**src/rtl/control_pkg.sv**
```systemverilog
// Shared encodings for the multicycle RISC-V control unit and its datapath.
package control_pkg;

   localparam int unsigned STATE_W  = 2;
   localparam int unsigned SRCB_W   = 2;
   localparam int unsigned SEFCT_W  = 3;
   localparam int unsigned ALUFCT_W = 3;

   typedef enum logic [STATE_W-1:0] {
      FETCH  = 2'b00,
      DECODE = 2'b01,
      EXEC   = 2'b10,
      MEM    = 2'b11
   } state_t;

   localparam logic [SRCB_W-1:0] SRCB_REGB    = 2'b00;
   localparam logic [SRCB_W-1:0] SRCB_FOUR    = 2'b01;
   localparam logic [SRCB_W-1:0] SRCB_IMM     = 2'b10;
   localparam logic [SRCB_W-1:0] SRCB_IMM_SH1 = 2'b11;

   localparam logic [SEFCT_W-1:0] SE_I  = 3'b000;
   localparam logic [SEFCT_W-1:0] SE_S  = 3'b001;
   localparam logic [SEFCT_W-1:0] SE_SB = 3'b010;
   localparam logic [SEFCT_W-1:0] SE_U  = 3'b011;
   localparam logic [SEFCT_W-1:0] SE_UJ = 3'b100;

   localparam logic [ALUFCT_W-1:0] ALU_ADD = 3'b000;
   localparam logic [ALUFCT_W-1:0] ALU_SUB = 3'b001;
   localparam logic [ALUFCT_W-1:0] ALU_AND = 3'b010;
   localparam logic [ALUFCT_W-1:0] ALU_OR  = 3'b011;
   localparam logic [ALUFCT_W-1:0] ALU_XOR = 3'b100;
   localparam logic [ALUFCT_W-1:0] ALU_SLT = 3'b101;

endpackage

```
**src/rtl/control_unit.sv**
```systemverilog
// Four-state Moore sequencer driving the datapath for one load-word per four cycles;
// write-back of the loaded word overlaps the following fetch.
module control_unit
   import control_pkg::*;
(
   input  logic                clk,
   input  logic                reset,
   output logic                PcWrite,
   output logic                IMemRead,
   output logic                DMemRead,
   output logic                IrWrite,
   output logic                WriteReg,
   output logic                LoadRegA,
   output logic                LoadRegB,
   output logic                AluSrcA,
   output logic [SRCB_W-1:0]   AluSrcB,
   output logic                MemToReg,
   output logic                LoadAOut,
   output logic                LoadMDR,
   output logic                PCSrc,
   output logic [SEFCT_W-1:0]  SEFct,
   output logic [ALUFCT_W-1:0] AluFct,
   output logic [STATE_W-1:0]  state_out
);

   state_t state_q, state_d;
   logic   wb_pending_q, wb_pending_d;

   // Unconditional ring; wb_pending marks an MDR word awaiting write-back in FETCH.
   always_comb begin
      state_d      = FETCH;
      wb_pending_d = wb_pending_q;
      unique case (state_q)
         FETCH: begin
            state_d      = DECODE;
            wb_pending_d = 1'b0;
         end
         DECODE: state_d = EXEC;
         EXEC:   state_d = MEM;
         MEM: begin
            state_d      = FETCH;
            wb_pending_d = 1'b1;
         end
         default: state_d = FETCH;
      endcase
   end

   always_ff @(posedge clk or negedge reset) begin
      if (!reset) begin
         state_q      <= FETCH;
         wb_pending_q <= 1'b0;
      end else begin
         state_q      <= state_d;
         wb_pending_q <= wb_pending_d;
      end
   end

   // Moore decode; everything is held at zero while reset is asserted.
   always_comb begin
      PcWrite   = 1'b0;
      IMemRead  = 1'b0;
      DMemRead  = 1'b0;
      IrWrite   = 1'b0;
      WriteReg  = 1'b0;
      LoadRegA  = 1'b0;
      LoadRegB  = 1'b0;
      AluSrcA   = 1'b0;
      AluSrcB   = SRCB_REGB;
      MemToReg  = 1'b0;
      LoadAOut  = 1'b0;
      LoadMDR   = 1'b0;
      PCSrc     = 1'b0;
      SEFct     = SE_I;
      AluFct    = ALU_ADD;
      state_out = '0;
      if (reset) begin
         state_out = state_q;
         unique case (state_q)
            FETCH: begin
               IMemRead = 1'b1;
               IrWrite  = 1'b1;
               PcWrite  = 1'b1;
               AluSrcA  = 1'b0;
               AluSrcB  = SRCB_FOUR;
               AluFct   = ALU_ADD;
               PCSrc    = 1'b0;
               WriteReg = wb_pending_q;
               MemToReg = 1'b1;
            end
            DECODE: begin
               LoadRegA = 1'b1;
               LoadRegB = 1'b1;
            end
            EXEC: begin
               AluSrcA  = 1'b1;
               AluSrcB  = SRCB_IMM;
               SEFct    = SE_I;
               AluFct   = ALU_ADD;
               LoadAOut = 1'b1;
            end
            MEM: begin
               DMemRead = 1'b1;
               LoadMDR  = 1'b1;
            end
            default: ;
         endcase
      end
   end

endmodule

```
**config.mk**
```make
export PLATFORM = sky130hd
export DESIGN_NAME = control_unit
export DESIGN_NICKNAME = d
export VERILOG_FILES = /design/src/rtl/control_pkg.sv /design/src/rtl/control_unit.sv
export SDC_FILE = /design/constraint.sdc
export NUM_CORES = 1
export LEC_CHECK = 0
export ABC_CLOCK_PERIOD_IN_PS = 1100
export CAP_MARGIN = 20
export CELL_PAD_IN_SITES_DETAIL_PLACEMENT = 1
export CELL_PAD_IN_SITES_GLOBAL_PLACEMENT = 2
export CORE_UTILIZATION = 14
export CTS_CLUSTER_SIZE = 20
export DETAILED_ROUTE_END_ITERATION = 8
export GPL_TIMING_DRIVEN = 1
export PLACE_DENSITY_LB_ADDON = 0.25
export SLEW_MARGIN = 10
export SYNTH_ARGS = -nofsm -noshare
export SYNTH_HDL_FRONTEND = slang
export SYNTH_SLANG_ARGS = --single-unit
```
**constraint.sdc**
```tcl
create_clock -name clk -period 1.1 [get_ports clk]
set_input_delay 0.22 -clock clk [delete_from_list [all_inputs] [get_ports clk]]
set_output_delay 0.22 -clock clk [all_outputs]
set_load 0.01 [all_outputs]
```
# --- Word-level counts from Yosys, hierarchy flattened ---
# Index checks and enable logic that the tools add are counted.
totals:
  in_bits: 2
  out_inout_bits: 22
  register_bits: 3
op_classes:
  n_mux: 15
  eq_ne: 3
  reduce_logical: 2
ops:
  columns: ["op", "n"]
  rows:
  - ["$mux 1", 10]
  - ["$pmux 2 s4", 1]
  - ["$eq 2x2->1 const B", 2]
  - ["$mux 2", 2]
  - ["$pmux 2 s2", 1]
  - ["$eq 2x1->1 const B", 1]
  - ["$logic_not 2->1", 1]
  - ["$pmux 1 s2", 1]
  - ["$reduce_bool 2->1", 1]

# --- Depth between registers and ports, before layout ---
logic_depth:
  depth_word: 3
  ltp_mapped: 4
  mapped_depth_nobuf: 3

# --- Worst setup path before layout ---
# OpenSTA, ideal clock, no wires.
synth_path:
  kind: "flip-flop to output port"
  startpoint: "register state_q[0]"
  endpoint: "output port AluSrcB[0]"
  path_slack_ps: -121
  arrival_ps: 1001
  n_path_buf: 1
  required_ps: 880
  stages_incl_launch_ff: 5
  cell_sequence: "dfrtp_1 inv_1 ha_1 and2_1 buf_4"
synth_between:
  elab_chain_len: 3
  elab_cells_between_ends: 4
  classes_between: "eq/ne (1); mux (2); reduce/logical (1)"
synth_rtl:
  columns: ["item", "line", "rtl"]
  rows:
  - ["start: declaration", "control_unit.sv:26", "state_t state_q, state_d;"]
  - ["start signal: assignment", "control_unit.sv:53", "state_q <= state_d;"]
  - ["$eq 2x2->1 or $logic_not 2->1 (tied branches)", "control_unit.sv:78", "unique case (state_q)"]
  - ["$pmux 2 s2 *", "control_unit.sv:78", null]
  - ["$mux 2 *", "control_unit.sv:76", "if (reset) begin"]
  - ["end: declaration", "control_unit.sv:16", "output logic [SRCB_W-1:0] AluSrcB,"]
# Every way passes the cells marked *; elsewhere a longest branch is shown, timed or not.

# --- Final worst setup path ---
layout_path:
  startpoint: "register state_q[1]"
  endpoint: "output port LoadMDR"
layout_between:
  elab_chain_len: 3
layout_rtl:
  columns: ["item", "line", "rtl"]
  rows:
  - ["$eq 2x2->1", "control_unit.sv:78", null]
  - ["$mux 1", "control_unit.sv:78", null]
  - ["$mux 1", "control_unit.sv:76", null]
  - ["end: declaration", "control_unit.sv:19", "output logic LoadMDR,"]
# No other way between the ends.

==> results.yml <==
pwr:
  total_power_w: 0.000342
  p_clk_share_pct: 55.0
  p_seq_share_pct: 32.5
  switchingPower_w: 0.0000765
  ir_worst_vdd_v: 0.000315
  powerDensity_mw_per_mm2: 605
  combPwrFrac_pct: 12.6
  p_int_w: 0.000265
  sw_frac_of_total_pct: 22.4
  p_leak_nw: 0.289
floorplanning:
  rows: 16
  dieWidth_um: 49.4
  die_y_um: 49.4
  die_area_sq_mm: 0.00244
  coreArea_sq_mm: 0.00204
  initial_core_util_pct: 15.4
  io_pins: 24
clock_network:
  cts_max_level: 1
  clk_latency_ns: 0.23
  ctsHoldBuffers: 0
  clk_pin_slew_ns: 0.04
  cts_buffers: 3
  cts_tree: "done"
  clock-root-buffer: "clkbuf_4"
  cts_max_path_buffers: 2
  numClockSinks: 3
timing:
  setup-tns-final_ns: -4.22
  rsz0062_at_grt: "yes"
  report.final.slew_viol_count: 0
  finClkSkew_ns: 0.00192
  hold_viol: 0
  layout_setup_ws_ns: -0.308
  fin_crit_ns: 1.41
  finalSetupViolations: 17
  max_freq_mhz: 710
  min_period_over_period_pct: 128
drt:
  initialDrtViolationCount: 3
  postRouteAntennaNets: 0
  avgViaCountPerCell: 2.95
  drc: 0
  firstDrtPassIters: 2
  routedWlPerCell_um: 7.56
  routed_wl_um: 590
  vias: 230
critical_path:
  worst_ep_arrival_time_ns: 1.19
  cpPeakStageDelay_ns: 0.40
  cp_max_fo: 3
  cp_cell_sequence: "buf_6 -> ha_2 -> and2_4 -> buf_6"
  critical_path_buf_inv_count: 2
  path_delay_family: "flip-flops"
  slowest_stage: "dfrtp_1"
  crit_top_cell: "buf_6"
  critPathLaunchType: "register"
  cp-end-kind: "output port"
  critPathKind: "reg -> out"
  cp.required_ns: 0.88
synthesis:
  ys.flop_type: "dfrtp_1"
  synth_area_sq_um: 314
  ys_warn_count: 0
  ys_ff_latch: 3
  syn_avg_cell_area_sq_um: 9.24
  synth_cell_type_count: 9
  synth.most_common_cell: "buf_4"
  ys_seq_area_share_pct: 23.9
  ys_top_cells_by_area: "buf_4 36%, dfrtp_1 24%, ha_1 16%"
  synth_edf_count: 0
  syn_inst: 34
  ys_top_cells_by_count: "15 x buf_4, 6 x and2_1, 4 x ha_1, 3 x dfrtp_1, 2 x inv_1"
  netlist.top_cell.by_area: "buf_4"
  yosysTopAreaCellShare_pct: 35.9
  synthArstFlopShare_pct: 100
final_layout:
  fin_nets: 58
  diodes: 0
  synthToLayoutAreaGrowth_pct: 80.1
  drive_gt1_share_pct: 74.5
global_routing:
  antenna_found_initial: 0
  track_usage_pct: 5.76
  grt_pass1_vias: 239
  grt_pass1_wl_um: 1010
  grt_overflow: 0
  grt_max_degree: 9
outcome:
  status: "complete, but fails checks"
  violations: "negative setup slack"
flow_run:
  cap_viol_max_count: 0
placement:
  hpwlAfterDp_um: 490
  gp_congestion: 0.648
  port_buffers: 16
min_path:
  hp-class: "in -> async"
## registers in the layout, summed over array words and instances (netlist names)
signal,flops
state_q,2
wb_pending_q,1
## logic make-up (layout without fill, tap and decap cells)
logic type	Yosys count	count (layout)	synth area share [%]
other cells	1	7	1.19
mux	1	1	4.78
buf+inv	17	28	38.2
simple gates	8	8	15.9
flops	3	3	23.9
fa+ha+maj	4	4	15.9
## layout by cell type, fill, tap and decap left out
cell,instances
and2_1,1
and2_4,5
and3_4,1
buf_2,1
buf_4,4
buf_6,16
clkbuf_1,1
clkbuf_4,3
conb_1,7
dfrtp_1,3
dlygate4sd2_1,1
ha_2,1
ha_4,3
inv_2,2
mux2_4,1
or2_2,1
## layer usage
| metal | global-route usage [%] | wire length [um] | share of wire, % | vias up |
|---|---|---|---|---|
| met4 | 5.88 | 0 | 0 | 0 |
| met3 | 1.87 | 26 | 4.4 | 0 |
| met5 | 0 | 0 | 0 | - |
| li1 | - | - | - | 113 |
| met2 | 9.36 | 352 | 60 | 11 |
| met1 | 5.56 | 211 | 36 | 106 |
## worst paths after layout
path,startpoint,to,slack [ns],cells after the start
worst max-delay path,state_q[1],LoadMDR,-0.31,4
worst min-delay path,reset,wb_pending_q,0.22,2
worst max register to register,state_q[1],wb_pending_q,-0.08,4
worst min register to register,wb_pending_q,wb_pending_q,0.60,2
max in group asynchronous,reset,state_q[1],0.78,2
min in group clk,wb_pending_q,wb_pending_q,0.60,2
## through the flow
stage	setup slack [ns]	hold WS (ns)	instance area, sq um	util, %	std cells
detailed placement	-0.722	0.581	465	22.8	73
floorplan	-0.0370	-0.0756	347	-	40
finish	-0.308	0.218	566	27.7	78
CTS	-0.331	0.227	547	26.8	78
global placement	-0.706	0.572	465	22.8	73
global route	-0.377	0.239	566	27.7	78
## final cells by class
class | count | area, sq um
clock buffer | 4 | 26.3
timing repair buffer | 22 | 224
sequential | 3 | 75.1
multi-input combinational | 20 | 199
fill | 240 | 1480
inverter | 2 | 7.51
tap | 27 | 33.8
## power by group through the flow
stage / clock (W) / combinational, W / sequential, W
6_report: 0.000188 / 0.0000430 / 0.000111
5_1_grt: 0.000218 / 0.0000463 / 0.000111
4_1_cts: 0.000202 / 0.0000432 / 0.000111
3_5_place_dp: 0 / 0.0000405 / 0.000112
3_3_place_gp: 0 / 0.0000402 / 0.000112
2_1_floorplan: 0 / 0.0000393 / 0.000112
## repair_timing
action                     CTS  global route
pin swaps                    0             0
gates resized for setup     85             4
setup buffers                1             0
setup endpoints to repair   16            17
Power figures use the tool's default switching activity.
